===== config.mk =====
export PLATFORM = sky130hd
export DESIGN_NAME = cmplx_operand_sequencer
export DESIGN_NICKNAME = d
export VERILOG_FILES = /design/src/rtl/cmplx_pkg.sv /design/src/rtl/switch_debouncer.sv /design/src/rtl/cmplx_operand_sequencer.sv
export SDC_FILE = /design/constraint.sdc
export NUM_CORES = 1
export LEC_CHECK = 0
export BUFFER_PORTS_ARGS = -buffer_cell sky130_fd_sc_hd__buf_2
export CAP_MARGIN = 25
export CELL_PAD_IN_SITES_DETAIL_PLACEMENT = 0
export CELL_PAD_IN_SITES_GLOBAL_PLACEMENT = 1
export CORE_MARGIN = 3
export CORE_UTILIZATION = 43
export DETAILED_ROUTE_END_ITERATION = 7
export PLACE_DENSITY = 0.89
export SLEW_MARGIN = 25
export SYNTH_ARGS = -nofsm -noshare
export SYNTH_HDL_FRONTEND = slang
export SYNTH_SLANG_ARGS = --single-unit

===== constraint.sdc =====
create_clock -name clk -period 6.5 [get_ports clk]
set_input_delay 0.325 -clock clk [delete_from_list [all_inputs] [get_ports clk]]
set_output_delay 0.325 -clock clk [all_outputs]
set_load 0.1 [all_outputs]

===== src/rtl/cmplx_pkg.sv =====
// Shared types and widths for the complex multiplier front end.
// State encodings are fixed because they drive the HEX stage display.
package cmplx_pkg;

    localparam int WORD_W = 16;

    typedef enum logic [2:0] {
        LOAD_RE_A = 3'd0,
        LOAD_IM_A = 3'd1,
        LOAD_RE_Q = 3'd2,
        LOAD_IM_Q = 3'd3,
        WAIT_RES  = 3'd4,
        SHOW_RE   = 3'd5,
        SHOW_IM   = 3'd6
    } state_t;

endpackage


===== src/rtl/switch_debouncer.sv =====
// Purpose: synchronise a raw switch, debounce it, emit press/release pulses.
// Latency: 2 (sync) + DEBOUNCE_CYCLES + 1 cycles from stable raw edge to pulse.
// Backpressure: none; pulses are one cycle wide and must be consumed or lost.
module switch_debouncer #(
    parameter int DEBOUNCE_CYCLES = 500000
) (
    input  logic clk,
    input  logic reset,
    input  logic sw_raw,
    output logic level,
    output logic press,
    output logic release_pulse
);

    localparam int CNT_W = (DEBOUNCE_CYCLES > 1) ? $clog2(DEBOUNCE_CYCLES) : 1;
    localparam logic [CNT_W-1:0] CNT_LAST = CNT_W'(DEBOUNCE_CYCLES - 1);

    logic             sync_q1;
    logic             sync_q2;
    logic [CNT_W-1:0] cnt;
    logic             level_prev;

    always_ff @(posedge clk or posedge reset) begin
        if (reset) begin
            sync_q1 <= 1'b0;
            sync_q2 <= 1'b0;
        end else begin
            sync_q1 <= sw_raw;
            sync_q2 <= sync_q1;
        end
    end

    // Any return to the accepted level restarts the hold window.
    always_ff @(posedge clk or posedge reset) begin
        if (reset) begin
            cnt   <= '0;
            level <= 1'b0;
        end else if (sync_q2 == level) begin
            cnt <= '0;
        end else if (cnt == CNT_LAST) begin
            cnt   <= '0;
            level <= sync_q2;
        end else begin
            cnt <= cnt + 1'b1;
        end
    end

    always_ff @(posedge clk or posedge reset) begin
        if (reset) begin
            level_prev    <= 1'b0;
            press         <= 1'b0;
            release_pulse <= 1'b0;
        end else begin
            level_prev    <= level;
            press         <= level & ~level_prev;
            release_pulse <= ~level & level_prev;
        end
    end

endmodule


===== src/rtl/cmplx_operand_sequencer.sv =====
// Purpose: capture four operands on handshake releases, start the multiplier, show the result.
// Latency: operand written one cycle after the release pulse; start in the first WAIT_RES cycle.
// Backpressure: none; events not matching the current state are dropped.
module cmplx_operand_sequencer #(
    parameter int WORD_W          = 16,
    parameter int DEBOUNCE_CYCLES = 500000
) (
    input  logic              clk,
    input  logic              reset,
    input  logic              handshake_sw,
    input  logic [WORD_W-1:0] data_sw,
    output logic              start,
    output logic [WORD_W-1:0] re_a,
    output logic [WORD_W-1:0] im_a,
    output logic [WORD_W-1:0] re_q,
    output logic [WORD_W-1:0] im_q,
    input  logic              res_valid,
    input  logic [WORD_W-1:0] re_res,
    input  logic [WORD_W-1:0] im_res,
    output logic [WORD_W-1:0] led,
    output logic [2:0]        stage
);

    import cmplx_pkg::*;

    state_t            state;
    logic              hs_level;
    logic              hs_press;
    logic              hs_release;
    logic [WORD_W-1:0] data_q1;
    logic [WORD_W-1:0] data_q2;
    logic [WORD_W-1:0] re_r;
    logic [WORD_W-1:0] im_r;

    switch_debouncer #(
        .DEBOUNCE_CYCLES (DEBOUNCE_CYCLES)
    ) u_hs_debounce (
        .clk           (clk),
        .reset         (reset),
        .sw_raw        (handshake_sw),
        .level         (hs_level),
        .press         (hs_press),
        .release_pulse (hs_release)
    );

    // Data switches are quasi-static, so a plain per-bit synchroniser is enough.
    always_ff @(posedge clk or posedge reset) begin
        if (reset) begin
            data_q1 <= '0;
            data_q2 <= '0;
        end else begin
            data_q1 <= data_sw;
            data_q2 <= data_q1;
        end
    end

    always_ff @(posedge clk or posedge reset) begin
        if (reset) begin
            state <= LOAD_RE_A;
            start <= 1'b0;
            re_a  <= '0;
            im_a  <= '0;
            re_q  <= '0;
            im_q  <= '0;
            re_r  <= '0;
            im_r  <= '0;
        end else begin
            start <= 1'b0;
            case (state)
                LOAD_RE_A: if (hs_release) begin
                    re_a  <= data_q2;
                    state <= LOAD_IM_A;
                end
                LOAD_IM_A: if (hs_release) begin
                    im_a  <= data_q2;
                    state <= LOAD_RE_Q;
                end
                LOAD_RE_Q: if (hs_release) begin
                    re_q  <= data_q2;
                    state <= LOAD_IM_Q;
                end
                LOAD_IM_Q: if (hs_release) begin
                    im_q  <= data_q2;
                    start <= 1'b1;
                    state <= WAIT_RES;
                end
                WAIT_RES: if (res_valid) begin
                    re_r  <= re_res;
                    im_r  <= im_res;
                    state <= SHOW_RE;
                end
                SHOW_RE: if (hs_press) begin
                    state <= SHOW_IM;
                end
                SHOW_IM: if (hs_release) begin
                    state <= LOAD_RE_A;
                end
                default: state <= LOAD_RE_A;
            endcase
        end
    end

    always_comb begin
        led = '0;
        case (state)
            SHOW_RE: led = re_r;
            SHOW_IM: led = im_r;
            default: led = '0;
        endcase
    end

    assign stage = state;

    // Debounced level itself is only observed through its edge pulses.
    logic unused_level;
    assign unused_level = hs_level;

endmodule


==> metrics <==
Netlist Area Pre-Place roughly 6000 µm²; area growth from synthesis to final layout 24.55%; root buf cell clkbuf_16; Total GRT Usage 0.1629; width of the die ~120 µm; Total Power roughly 2.0 mW; final core area utilization 0.5562; library cell occupying the most area in the post-synthesis netlist dfrtp_1; Least-Margin Pin Slew 0.8560 ns; H-tree depth reported by CTS 4; routability congestion estimate between 0.7 and 0.8; post-CTS setup buffer count 0; biggest cell delay along the critical path 0.71 ns; clock tree from TritonCTS done; worst r2r src stage[0]; DP Area ~7000 µm²; count of vias placed by the detailed router between 3000 and 4000; Mean Syn Cell Area between 10 and 15 µm²; number of rows in the core area 42; count of input and output buffers ~140; post-synthesis sequential area ratio 0.6565; source-to-sink clock delay at the later pin of the worst-skew pair roughly 0.41 ns; unrepaired setup endpoints after global routing false; cell area after layout between 7000 and 8000 µm²; crit path DAT about 2.5 ns; final hold violation count 0; hold endpoint data_q1[4]; Max-Cap Viols 0; hpwl dp 8147 µm; synthesized flop and latch total ~160; capture point of the worst reg-to-reg path im_a[12]; Cells on Worst Hold Path 1; number of placed I/O pins 136; post-synth net total between 400 and 500; LEAKAGE ~3.8 nW; detailed-routing iteration count for the pre-antenna-repair pass 4; number of design-rule violations left by the first detailed-router iteration ~180; Clock Pin Slew Worst Setup and Hold Paths roughly 0.060 ns; post-synth cell types 33; element type at the critical path start register; critical path, cell by cell nor2b_2 -> a22oi_1 -> nor2b_1 -> buf_2; Data required, critical path 6.17 ns; path depth of the worst reg2reg path 3; # setup viols final 0; Cells after Synth just over 400; wire length of the first global-routing pass about 19000 µm; number of CTS-inserted buffers 17; initial antenna violation count 0; vias per std cell about 5.0; starting density of the core 0.4466; Area contributors post-synth dfrtp_1 (66%), mux2_2 (18%), nor2b_1 (2.2%), a22oi_1 (2.0%), xnor2_1 (1.5%); timing-limited maximum frequency between 0.3 and 0.4 GHz; total power density per cell area 269.3 nW/µm²; Final Routed Wirelength between 10000 and 15000 µm; Rel. slew slack 0.4293; Synth top area share 0.6565; vias in the first global route approximately 3800; worst clock skew on the final layout 0.006241 ns; total die area between 15000 and 20000 µm²; Hold/Removal Path Class input port to register; Synthesis Warnings 0; global route overflow 0; Non-Filler Instances about 740; share of final-layout standard cells stronger than drive strength 1 0.4894; final critical delay including setup and external delays between 2 and 3 ns; category of the critical setup timing path register to output pin; number of remaining DRC errors 0; placed cells 706; number of nets at the end of the flow 607; antenna cells 0; max-slew violation count 0; TritonCTS sink count ~160; standard cell core area between 10000 and 15000 µm²; Critical Path End Type output pin; final worst-path cycle share 0.4407; clk buf depth 2; worst vdd ir around 0.16 mV; post-route antenna net violation count 0; pin count of the biggest net entering global routing just under 100; die boundary height around 120 µm; internal reg-to-reg setup slack just under 4 ns; Post-Route Setup TNS 0 ns; Routed wire per std cell between 15 and 20 µm; status complete, no violations; post-cts repair resize count 0; quantity of hold-fixing buffers added after cts 3; Critical Path Fanout Max 18; hold_sp data_sw[4]; worst-path cell with the longest stage delay nor2b_2
[layout make-up]
| type | instances | area [µm²] |
|---|---|---|
| clock inverter | 10 | 112.6 |
| tap | 176 | 220.2 |
| fill | 1084 | 5947 |
| timing repair buffer | 142 | 742.0 |
| clock buffer | 21 | 470.5 |
| sequential | 157 | 3929 |
| inverter | 4 | 20.02 |
| multi-input combinational | 232 | 1959 |
[metal layers]
metal	routed length, µm	vias to the layer above	GRT usage
met3	751	15	0.05313
li1	-	1723	-
met4	149	0	0.05886
met5	0	-	0
met1	5265	1845	0.2080
met2	5913	104	0.2612
[kinds of logic (layout without fill, tap and decap cells)]
family / after synthesis / count (layout) / share of synthesized area
AO/OA/AOI/OAI: 29 / 29 / 0.03199
XOR/XNOR: 15 / 15 / 0.02195
adder cells (fa/ha/maj): 1 / 1 / 0.002090
buffers and inverters: 24 / 177 / 0.01861
flip-flops: 157 / 157 / 0.6565
multiplexers: 97 / 97 / 0.1825
AND/OR/NAND/NOR: 90 / 90 / 0.08635
[cells in the final DEF (no fill, tap or decap), types with 3 or more instances in the layout]
master,count
clkbuf_8,3
a21oi_1,4
dfrtp_1,157
inv_6,3
nand2_1,11
inv_1,3
o21ai_0,7
nand4_1,6
nor2_1,21
a22oi_1,16
xnor2_1,10
clkinv_2,4
buf_2,135
clkbuf_16,17
nor3_1,3
nor2b_1,19
nor4_1,5
and2_1,3
dlygate4sd3_1,4
nand3_1,7
xor2_1,5
mux2_2,97
[power breakdown]
group / switching (mW) / internal, mW
combinational: 0.0266 / 0.0148
clock: 0.374 / 0.593
sequential: 0.00813 / 0.990
[state kept, by name (all words and copies together), names as in the netlist, 3 cells and up]
signal / count
data_q1: 16
u_hs_debounce.cnt: 19
im_a: 16
im_q: 16
im_r: 16
re_a: 16
re_q: 16
data_q2: 16
re_r: 16
stage: 3
[worst max path at each step]
| stage | startpoint | to | slack [ns] |
|---|---|---|---|
| CTS | stage[0] | led[4] | 3.60 |
| global placement | stage[0] | im_a[15] | 3.56 |
| global route | stage[0] | led[8] | 3.45 |
| floorplan | reset | data_q1[0] | 1.94 |
| finish | stage[0] | led[10] | 3.64 |
| detailed placement | stage[0] | im_a[12] | 3.80 |
[worst max-delay path: cells and delay by family, from the launching register on]
kind            cells  cell delay, ns
compound gates      1            0.21
flops               1            0.60
simple gates        2            0.88
buf+inv             1            0.44
[per-stage QoR]
step	hold WS (ns)	worst slack (ns)
3_5_place_dp	0.3347	3.802
6_report	0.01838	3.635
5_1_grt	0.0003053	3.446
3_3_place_gp	0.3316	3.559
2_1_floorplan	0.3312	1.940
4_1_cts	0.002567	3.603
[synth_stat cells]
cell	number
ha_1	1
dfrtp_1	157
nor4_1	5
clkbuf_1	9
and4bb_2	1
nor2_1	21
and2_1	3
nor3b_4	1
mux2_2	97
nor2b_1	21
or2_2	1
o31ai_1	1
buf_2	8
nor3_1	4
nand2_1	11
a21oi_1	4
and4_1	1
a22oi_1	16
nor3b_1	1
xnor2_1	10
or4_1	1
or3_1	2
o21ai_0	7
or3_4	1
nand4_1	6
nor2_2	1
nand3_2	1
inv_1	4
o21ai_2	1
xor2_1	5
nand4_4	1
nand3_1	7
buf_4	3
Power figures use the tool's default switching activity.
